**src/rtl/ex_cond_flag_stage.sv**
```systemverilog
// rtl/ex_cond_flag_stage.sv - execute back end: ARM condition check, NZV flags, 2-entry skid queue
module ex_cond_flag_stage #(
    parameter int N    = 32,
    parameter int REGW = 4
) (
    input  logic            clk,
    input  logic            rst_n,
    input  logic            flush,
    input  logic            in_valid,
    output logic            in_ready,
    input  logic [N-1:0]    alu_result,
    input  logic            alu_n,
    input  logic            alu_z,
    input  logic            alu_v,
    input  logic [3:0]      cond,
    input  logic            set_flags,
    input  logic [REGW-1:0] rd,
    input  logic            wr_en,
    output logic            out_valid,
    input  logic            out_ready,
    output logic [N-1:0]    out_result,
    output logic [REGW-1:0] out_rd,
    output logic            out_wr_en,
    output logic            out_taken,
    output logic [2:0]      flags_nzv
);

    logic [1:0]      count;
    logic [N-1:0]    res0, res1;
    logic [REGW-1:0] rd0, rd1;
    logic            taken0, taken1;
    logic            wr0, wr1;
    logic [2:0]      flags;
    logic            push, pop, taken_in;

    // Flags are {N,Z,V}; carry-based conditions have no C flag to test and never pass.
    function automatic logic cond_pass(input logic [3:0] c, input logic [2:0] f);
        logic n, z, v;
        n = f[2];
        z = f[1];
        v = f[0];
        case (c)
            4'b0000: cond_pass = z;
            4'b0001: cond_pass = ~z;
            4'b0100: cond_pass = n;
            4'b0101: cond_pass = ~n;
            4'b0110: cond_pass = v;
            4'b0111: cond_pass = ~v;
            4'b1010: cond_pass = (n == v);
            4'b1011: cond_pass = (n != v);
            4'b1100: cond_pass = ~z & (n == v);
            4'b1101: cond_pass = z | (n != v);
            4'b1110: cond_pass = 1'b1;
            default: cond_pass = 1'b0;
        endcase
    endfunction

    assign in_ready   = (count != 2'd2);
    assign out_valid  = (count != 2'd0);
    assign push       = in_valid & in_ready & ~flush;
    assign pop        = out_valid & out_ready & ~flush;
    assign taken_in   = cond_pass(cond, flags);

    assign out_result = res0;
    assign out_rd     = rd0;
    assign out_taken  = taken0;
    assign out_wr_en  = wr0;
    assign flags_nzv  = flags;

    always_ff @(posedge clk or negedge rst_n) begin
        if (!rst_n) begin
            count  <= 2'd0;
            flags  <= 3'b000;
            res0   <= '0;
            res1   <= '0;
            rd0    <= '0;
            rd1    <= '0;
            taken0 <= 1'b0;
            taken1 <= 1'b0;
            wr0    <= 1'b0;
            wr1    <= 1'b0;
        end else if (flush) begin
            count <= 2'd0;
        end else begin
            if (pop) begin
                res0   <= res1;
                rd0    <= rd1;
                taken0 <= taken1;
                wr0    <= wr1;
            end
            // Slot 0 is the head; a push lands there whenever the head is empty after this edge.
            if (push) begin
                if (count == 2'd0 || pop) begin
                    res0   <= alu_result;
                    rd0    <= rd;
                    taken0 <= taken_in;
                    wr0    <= wr_en & taken_in;
                end else begin
                    res1   <= alu_result;
                    rd1    <= rd;
                    taken1 <= taken_in;
                    wr1    <= wr_en & taken_in;
                end
                if (set_flags && taken_in)
                    flags <= {alu_n, alu_z, alu_v};
            end
            if (push && !pop)
                count <= count + 2'd1;
            else if (pop && !push)
                count <= count - 2'd1;
        end
    end

endmodule

```
**config.mk**
```make
export PLATFORM = sky130hd
export DESIGN_NAME = ex_cond_flag_stage
export DESIGN_NICKNAME = d
export VERILOG_FILES = /design/src/rtl/ex_cond_flag_stage.sv
export SDC_FILE = /design/constraint.sdc
export NUM_CORES = 1
export LEC_CHECK = 0
export BUFFER_PORTS_ARGS = -buffer_cell sky130_fd_sc_hd__buf_2
export CORE_MARGIN = 1.5
export CORE_UTILIZATION = 40
export CTS_CLUSTER_SIZE = 14
export DETAILED_ROUTE_END_ITERATION = 6
export PLACE_DENSITY = 0.67
export SETUP_SLACK_MARGIN = 0.15
export SLEW_MARGIN = 20
export SYNTH_ARGS = -nofsm -noshare
export SYNTH_HDL_FRONTEND = slang
export SYNTH_SLANG_ARGS = --single-unit
export TNS_END_PERCENT = 10
```
**constraint.sdc**
```tcl
create_clock -name clk -period 4.3 [get_ports clk]
set_clock_uncertainty 0.05 [all_clocks]
set_input_delay 0.86 -clock clk [delete_from_list [all_inputs] [get_ports clk]]
set_output_delay 0.86 -clock clk [all_outputs]
set_load 0.01 [all_outputs]
```
==> flow_summary.ini, run 1 <==
[hold_path]
min_path_cells = 2
min_from = out_wr_en$_DFFE_PN0N_
hold_path.class = reg2reg
holdPathEnd = out_wr_en$_DFFE_PN0N_

[critical_path]
path_max_fanout = 6
r2r_end = flags_nzv[2]$_DFFE_PN0P_
crit_path_start = count[0]$_DFFE_PN0P_
crit_path_start_kind = register
r2r_slack_ns = 2.38
cp.required_ns = 3.39
reg2reg_depth = 5
r2r_start = flags_nzv[0]$_DFFE_PN0P_
critPathCaptureType = primary output
path_class = reg2out
worst-endpoint-arrival_ns = 1.32

[synth]
synth_top_area_cell = dfrtp_1
synth_fp_nets = 346
synth-edff-count = 0
synth.avg_cell_area_um2 = 12.1
synth_area_um2 = 3570
synth.area.top_cells = dfrtp_1, mux2_2, mux2i_1
ys_seq_area_share_pct = 56.7
synth_ff_type = dfrtp_1
ys_async_sr_fraction_pct = 100
yosys_warnings = 0
yosysTopAreaCellShare_pct = 56.7
syn_inst = 296
ys_types = 35
synth-seq-cells = 81

[clocking]
cts_hold_buf = 0
clock_sinks = 81
cts_setup_buffers = 0
cts_made_buffers = 9
root_buffer = clkbuf_8
cts.clk_slew.worst_paths_ns = 0.08
clock_latency_ns = 0.33
htreeDepth = 3
cts_tree = yes
ctsResizeCount = 0
clk_path_buf_depth = 2

[global_route]
antenna_found_initial = 0
grt_pass1_vias = 2647
gr-usage-all-layers_pct = 15.4
grt_pass1_wl_um = 12100
grt_max_degree = 82
grt_overflow = 0

[finish]
antennaDiodeCount = 0
multi_input_area_um2 = 1460
stdcell_area_um2 = 4360
nets = 437
regArea_um2 = 2030
layout-drive-gt1-share_pct = 39.0
final_common_cell = buf_2
finish.utilization_pct = 50.3
fillCellCount = 824
final_cell_mix = buf_2, dfrtp_1, nand2_1
areaGrowthSynthToFinish_pct = 22.2

[routing]
viasPerCell = 5.01
first_pass_iters = 4
wl_met3_um = 343
drc = 0
drt-met1-wl_um = 3200
wl_met2_um = 3360
routed_wirelength_um = 6950
highest_layer = met4
drtIter0Drc = 68
num_vias = 2507
ant_nets = 0
wire_per_inst_um = 13.9

[pwr]
combPwrFrac_pct = 21.3
peakVddDrop_v = 0.000193
p_leak_uw = 0.00196
p_sw_uw = 587
clkPwrFrac_pct = 28.9
intPower_uw = 1520
swShare_pct = 27.9
p_seq_share_pct = 49.8
power.density_nw_per_um2 = 482

[sta]
min_period_ns = 2.23
tightest_slew_ns = 0.729
final_hold_viol_count = 0
fmax_mhz = 448
final-setup-viol-count = 0
timing.slew.headroom_pct = 51.4
rsz0062_at_grt = no
period_share_pct = 52.0
setup_tns_ns = 0
holdWs_ns = 0.443
drv_slew = 0

[die]
initial_core_util_pct = 41.2
rows = 34
coreArea_um2 = 8680
dieArea_um2 = 9510
die_w_um = 97.5
dieHeight_um = 97.5
io_pins = 93

[placement]
portBuffers = 92
hpwl_um = 4710
gp_congestion = 0.734
placed_cell_area_um2 = 4140

[job]
drv_cap = 0

[outcome]
status = finished, final reports clean
[power groups by stage]
| stage | sequential (µW) | clock, µW | combinational, µW |
|---|---|---|---|
| 2_1_floorplan | 1090 | 0 | 239 |
| 6_report | 1050 | 607 | 449 |
| 3_5_place_dp | 1070 | 0 | 457 |
| 3_3_place_gp | 1060 | 0 | 443 |
| 4_1_cts | 1050 | 635 | 457 |
| 5_1_grt | 1070 | 659 | 499 |
[routing by layer]
layer / GRT usage (%) / up-vias
met1: 18.6 / 1218
met3: 3.96 / 4
met4: 4.62 / 0
met5: 0 / -
li1: - / 1230
met2: 26.9 / 55
[how the worst max path moves through the flow]
stage	to	slack (ns)	depth (start not counted)
after floorplan	rd1[3]$_DFFE_PN0P_	2.06	4
final	out_valid	2.07	3
after detailed placement	flags_nzv[2]$_DFFE_PN0P_	1.89	6
after global routing	out_valid	1.94	3
after global placement	flags_nzv[1]$_DFFE_PN0P_	1.95	6
after CTS	out_valid	2.03	3
[sequential cells by signal, indices dropped and copies added, names as in the netlist]
| name | flops |
|---|---|
| out_result | 32 |
| res1 | 32 |
| out_rd | 4 |
| rd1 | 4 |
| flags_nzv | 3 |
| count | 2 |
| out_taken | 1 |
| out_wr_en | 1 |
| taken1 | 1 |
| wr1 | 1 |
[area by class of cell]
class / count / area share (%)
clock buffer: 11 / 3.24
tap: 108 / 3.10
inverter: 4 / 0.344
sequential: 81 / 46.4
multi-input combinational: 193 / 33.3
timing repair buffer: 98 / 11.7
clock inverter: 5 / 1.81
[critical path: stages (launching register included)]
cell	delay [ns]
dfrtp_1	0.43
nor2_1	0.34
inv_1	0.08
buf_2	0.15
[cells in the mapped netlist, drive strengths merged (3+ instances only)]
cell type / number
mux2i: 37
o21ai: 40
a21oi: 4
nand2: 41
mux2: 39
nor3b: 3
nor2: 3
clkbuf: 9
inv: 4
dfrtp: 81
buf: 9
[kinds of logic after synthesis]
kind of cell	Yosys count	synth area share [%]
AND/OR/NAND/NOR	60	8.30
AO/OA/AOI/OAI	54	8.55
buffers and inverters	22	3.01
multiplexers	76	22.7
XOR/XNOR	3	0.736
flip-flops	81	56.7
[stage by stage]
stage	total power, µW	setup slack, ns	std cells
2_1_floorplan	1330	2.06	296
3_3_place_gp	1500	1.95	484
3_5_place_dp	1520	1.89	484
4_1_cts	2140	2.03	500
5_1_grt	2230	1.94	500
6_report	2110	2.07	500
Note: power is estimated with default switching activity, not from simulation.
==> run 2, diff against run 1 <==
==> constraint.sdc (replaced) <==
create_clock -name clk -period 2.15 [get_ports clk]
set_clock_uncertainty 0.05 [all_clocks]
set_input_delay 0.43 -clock clk [delete_from_list [all_inputs] [get_ports clk]]
set_output_delay 0.43 -clock clk [all_outputs]
set_load 0.01 [all_outputs]
==> run 2 against run 1 <==
Effect of this change: final cell count unchanged; critical endpoint is now flags_nzv[0]$_DFFE_PN0P_; core utilization rose by 0.27 points; hold slack worse by 0.44 ns.
==> flow_summary.ini, run 2 (synthesis results as in run 1) <==
[sta]
final-setup-viol-count = 0
tightest_slew_ns = 0.551
min_period_ns = 1.88
period_share_pct = 87.5
fmax_mhz = 531
rsz0062_at_grt = yes
setup_tns_ns = 0
drv_slew = 0
final_hold_viol_count = 0
timing.slew.headroom_pct = 63.3

[critical_path]
path_max_fanout = 6
critPathCaptureType = register
cp_top_family = simple AND/OR/NAND/NOR gates
slowest_stage = dfrtp_1
worst-path-buf-inv = 0
worstSetupPathDepth = 5
reg2reg_depth = 5
max_stage_delay_ns = 0.45
cp.required_ns = 2.33
r2r_slack_ns = 0.27
worst-endpoint-arrival_ns = 2.06
crit_path_start_kind = register
path_class = reg2reg
crit_chain = xor2_1 > nor4b_1 > nor4_2 > nor3_2 > mux2_1

[hold_path]
hold_path.class = in2async

[global_route]
grt_pass1_wl_um = 12200
grt_overflow = 0
grt_max_degree = 74
antenna_found_initial = 0
grt_pass1_vias = 2580
gr-usage-all-layers_pct = 16.0

[pwr]
peakVddDrop_v = 0.000480
intPower_uw = 2930
power.density_nw_per_um2 = 943
combPwrFrac_pct = 22.1
p_leak_uw = 0.00195
p_sw_uw = 1200
swShare_pct = 29.1
clkPwrFrac_pct = 27.2
p_seq_share_pct = 50.7

[routing]
drtIter0Drc = 121
first_pass_iters = 4
routed_wirelength_um = 7080
viasPerCell = 5.04
ant_nets = 0
drc = 0
num_vias = 2519
wire_per_inst_um = 14.2

[finish]
areaGrowthSynthToFinish_pct = 22.8
antennaDiodeCount = 0
final_common_cell = buf_2
final_cell_mix = buf_2, dfrtp_1, nand2_1
nets = 437
stdcell_count = 500
layout-drive-gt1-share_pct = 39.3

[die]
die_w_um = 97.5
rows = 34
dieArea_um2 = 9510
dieHeight_um = 97.5
coreArea_um2 = 8680
io_pins = 93
initial_core_util_pct = 41.2

[clocking]
htreeDepth = 3
cts_setup_buffers = 0
clock_latency_ns = 0.34
clk_path_buf_depth = 2
cts_tree = yes
cts_made_buffers = 9
cts.clk_slew.worst_paths_ns = 0.09
root_buffer = clkbuf_8
clock_sinks = 81

[placement]
gp_congestion = 0.735
hpwl_um = 4810
portBuffers = 92
dp_cells = 484

[job]
drv_cap = 0

[outcome]
status = finished, final reports clean
## run 2: stage by stage
step	total power, µW	cell area (µm²)	utilization, %	hold slack (ns)	setup slack (ns)
CTS	4210	4380	50.5	0.0132	0.268
detailed placement	3060	4180	48.1	0.406	0.188
global route	4400	4390	50.6	0.0359	0.109
global placement	3010	4180	48.1	0.404	0.230
finish	4140	4390	50.6	0.00413	0.268
floorplan	2660	3570	-	0.0844	0.336
## run 2: power by group through the flow
stage | Sequential, µW | Combinational (µW) | Clock, µW
floorplan | 2180 | 478 | 0
global placement | 2120 | 894 | 0
detailed placement | 2130 | 926 | 0
CTS | 2100 | 927 | 1180
global route | 2150 | 1020 | 1230
finish | 2100 | 913 | 1120
## run 2: routing by layer
layer,vias up,track usage [%],part of all wire [%]
met5,-,0,0
met4,0,6.26,1.2
met3,7,3.81,5.0
met2,61,26.4,48
met1,1224,20.3,45
li1,1227,-,-
## run 2: path summary, 6_finish.rpt
path,startpoint,end
hold / removal,rst_n,out_result[9]$_DFFE_PN0N_
min in group clk,alu_result[18],out_result[18]$_DFFE_PN0N_
setup reg to reg,flags_nzv[0]$_DFFE_PN0P_,flags_nzv[0]$_DFFE_PN0P_
setup / recovery,flags_nzv[0]$_DFFE_PN0P_,flags_nzv[0]$_DFFE_PN0P_
max in group asynchronous,rst_n,wr1$_DFFE_PN0P_
hold reg to reg,res1[31]$_DFFE_PN0P_,res1[31]$_DFFE_PN0P_
## run 2: layout make-up
class,count,area [µm²]
Clock buffer,11,141
Clock inverter,5,62.6
Fill cell,825,4290
Inverter,4,15.0
Multi-Input combinational cell,193,1460
Sequential cell,81,2030
Tap cell,108,135
Timing Repair Buffer,98,546
## run 2: repair_timing
action,4_1_cts,5_1_grt
hold buffers,0,0
endpoints found under the setup margin,0,4
gates resized for setup,0,2
==> run 3, diff against run 2 <==
--- a/config.mk
+++ b/config.mk
@@ -5,6 +5,7 @@
 export SDC_FILE = /design/constraint.sdc
 export NUM_CORES = 1
 export LEC_CHECK = 0
+export ABC_AREA = 1
 export BUFFER_PORTS_ARGS = -buffer_cell sky130_fd_sc_hd__buf_2
 export CORE_MARGIN = 1.5
 export CORE_UTILIZATION = 40
==> run 3 against run 2 <==
Effect of this change: clock-buffer cell count fell by 1; hold slack improved by 0.25 ns; non-clock buffer count rose by 3; core utilization fell by 0.41 points; combinational power rose by 140%; routed wire length rose by 20%; sequential share of layout area fell by 2.5 points; first-iteration DRC count fell by 26%; critical path depth rose by 4; largest cell class unchanged; highest routed layer unchanged.
==> flow_summary.ini, run 3 <==
[outcome]
status = finished, final reports clean

[sta]
timing.final.ws_setup_ns = 0.498
setup_tns_ns = 0
final-setup-viol-count = 0
period_share_pct = 76.8
min_period_ns = 1.65
timing.slew.headroom_pct = 70.4
drv_slew = 0
final_hold_viol_count = 0
tightest_slew_ns = 0.445
rsz0062_at_grt = no
fmax_mhz = 605

[die]
coreArea_um2 = 9240
dieArea_um2 = 10200
rows = 35
dieHeight_um = 101
io_pins = 93
die_w_um = 101
initial_core_util_pct = 41.4

[critical_path]
max_stage_delay_ns = 0.39
worst-path-buf-inv = 3
critPathCaptureType = register
crit_path_start_kind = register
path_class = reg2reg
slowest_stage = dfrtp_1
reg2reg_depth = 9
worst-endpoint-arrival_ns = 1.84
cp_top_family = simple AND/OR/NAND/NOR gates
path_max_fanout = 53
worstSetupPathDepth = 9
crit_chain = inv_2 > nand2_2 > nand3_4 > inv_4 > nand2_4 > buf_12 > o21ai_0 > o21ai_1 > nand2_1
cp.required_ns = 2.34

[pwr]
peakVddDrop_v = 0.000604
total_power_uw = 6110
power.density_nw_per_um2 = 1320
p_leak_uw = 0.00236

[global_route]
grt_max_degree = 54
grt_overflow = 0
grt_pass1_wl_um = 14100
antenna_found_initial = 0
grt_pass1_vias = 3138
gr-usage-all-layers_pct = 17.5

[synth]
synth-seq-cells = 81
synth_ff_type = dfrtp_1
synth.avg_cell_area_um2 = 8.33
synth_commonest_cells = nand2_1, dfrtp_1, o21ai_0
synth_area_um2 = 3820
yosysMostFrequentCell = nand2_1
synth_top_area_cell = dfrtp_1
yosys_warnings = 0
ys_seq_area_share_pct = 53.0
ys_async_sr_fraction_pct = 100
yosysTopAreaCellShare_pct = 53.0
syn_inst = 459
synth-edff-count = 0
ys_types = 24
synth.area.top_cells = dfrtp_1, nand2_1, o21ai_0
synth_fp_nets = 509

[placement]
portBuffers = 92
dpl_worst_slack_ns = 0.389
placed_cell_area_um2 = 4380
gp_congestion = 0.802
hpwl_um = 5910

[clocking]
clk_path_buf_depth = 2
root_buffer = clkbuf_8
cts_tree = yes
cts.clk_slew.worst_paths_ns = 0.08
ctsResizeCount = 0
clock_sinks = 81
htreeDepth = 3
clock_latency_ns = 0.34
cts_made_buffers = 9

[finish]
nets = 594
areaGrowthSynthToFinish_pct = 21.2
antennaDiodeCount = 0
stdcell_area_um2 = 4630
final_cell_mix = nand2_1, buf_2, dfrtp_1
final_common_cell = nand2_1
layout-drive-gt1-share_pct = 24.0

[routing]
drc = 0
num_vias = 3349
ant_nets = 0
viasPerCell = 4.94
routed_wirelength_um = 8510
wire_per_inst_um = 12.5
drtIter0Drc = 89
first_pass_iters = 5

[job]
drv_cap = 0

[hold_path]
hold_path.class = in2reg
min_path_cells = 3
[run 3: worst reg2reg max path: stages, from the launching register on]
cell and delay, ns:
dfrtp_1 0.39, inv_2 0.10, nand2_2 0.09, nand3_4 0.10, inv_4 0.06, nand2_4 0.20, buf_12 0.26, o21ai_0 0.13
o21ai_1 0.10, nand2_1 0.06
[run 3: stage by stage]
| stage | hold WS (ns) | cells | util [%] |
|---|---|---|---|
| 6_report | 0.256 | 678 | 50.2 |
| 3_5_place_dp | 0.360 | 661 | 47.4 |
| 5_1_grt | 0.240 | 678 | 50.2 |
| 3_3_place_gp | 0.356 | 661 | 47.4 |
| 4_1_cts | 0.232 | 678 | 50.2 |
| 2_1_floorplan | 0.0844 | 459 | - |
[run 3: path summary, 6_finish.rpt]
path | endpoint | slack, ns | startpoint
worst max-delay path | out_rd[0]$_DFFE_PN0N_ | 0.50 | count[0]$_DFFE_PN0P_
worst min-delay path | out_result[19]$_DFFE_PN0N_ | 0.26 | alu_result[19]
worst max register to register | out_rd[0]$_DFFE_PN0N_ | 0.50 | count[0]$_DFFE_PN0P_
worst min register to register | out_result[12]$_DFFE_PN0N_ | 0.46 | out_result[12]$_DFFE_PN0N_
min in group asynchronous | res1[29]$_DFFE_PN0P_ | 0.51 | rst_n
max in group asynchronous | res1[8]$_DFFE_PN0P_ | 0.97 | rst_n
[run 3: cell type report]
class                   count  area [µm²]
flip-flops and latches     81        2030
well taps                 129         161
multi-input cells         300        1430
clock buffers              10         128
inverters                  51         194
fillers                   918        4610
repair buffers            101         583
clock inverters             6         116
[run 3: timing repair]
action | CTS | global route
hold buffers | 1 | 0
setup buffers | 0 | 0
hold endpoints to repair | 32 | 0
endpoints found under the setup margin | 0 | 0
[run 3: cells by family (layout without fill, tap and decap cells)]
| family | Yosys count | after routing | share of synthesized area, % |
|---|---|---|---|
| simple gates | 181 | 181 | 21.3 |
| compound gates | 118 | 118 | 15.6 |
| mux | 1 | 1 | 0.294 |
| flops | 81 | 81 | 53.0 |
| buf+inv | 78 | 168 | 9.75 |
[run 3: power breakdown]
group	leakage (µW)	total (µW)	internal, µW	switching [µW]
clock	0.000121	1330	778	552
combinational	0.00126	2180	872	1310
sequential	0.000973	2590	2270	330
total	0.00236	6110	3920	2190
[run 3: layer usage]
layer  part of all wire [%]  global-route usage, %  routed length (µm)
met4                    1.3                   6.39                 108
met1                     45                   22.2                3820
met2                     49                   29.1                4130
met5                      0                      0                   0
met3                    5.2                   4.16                 446
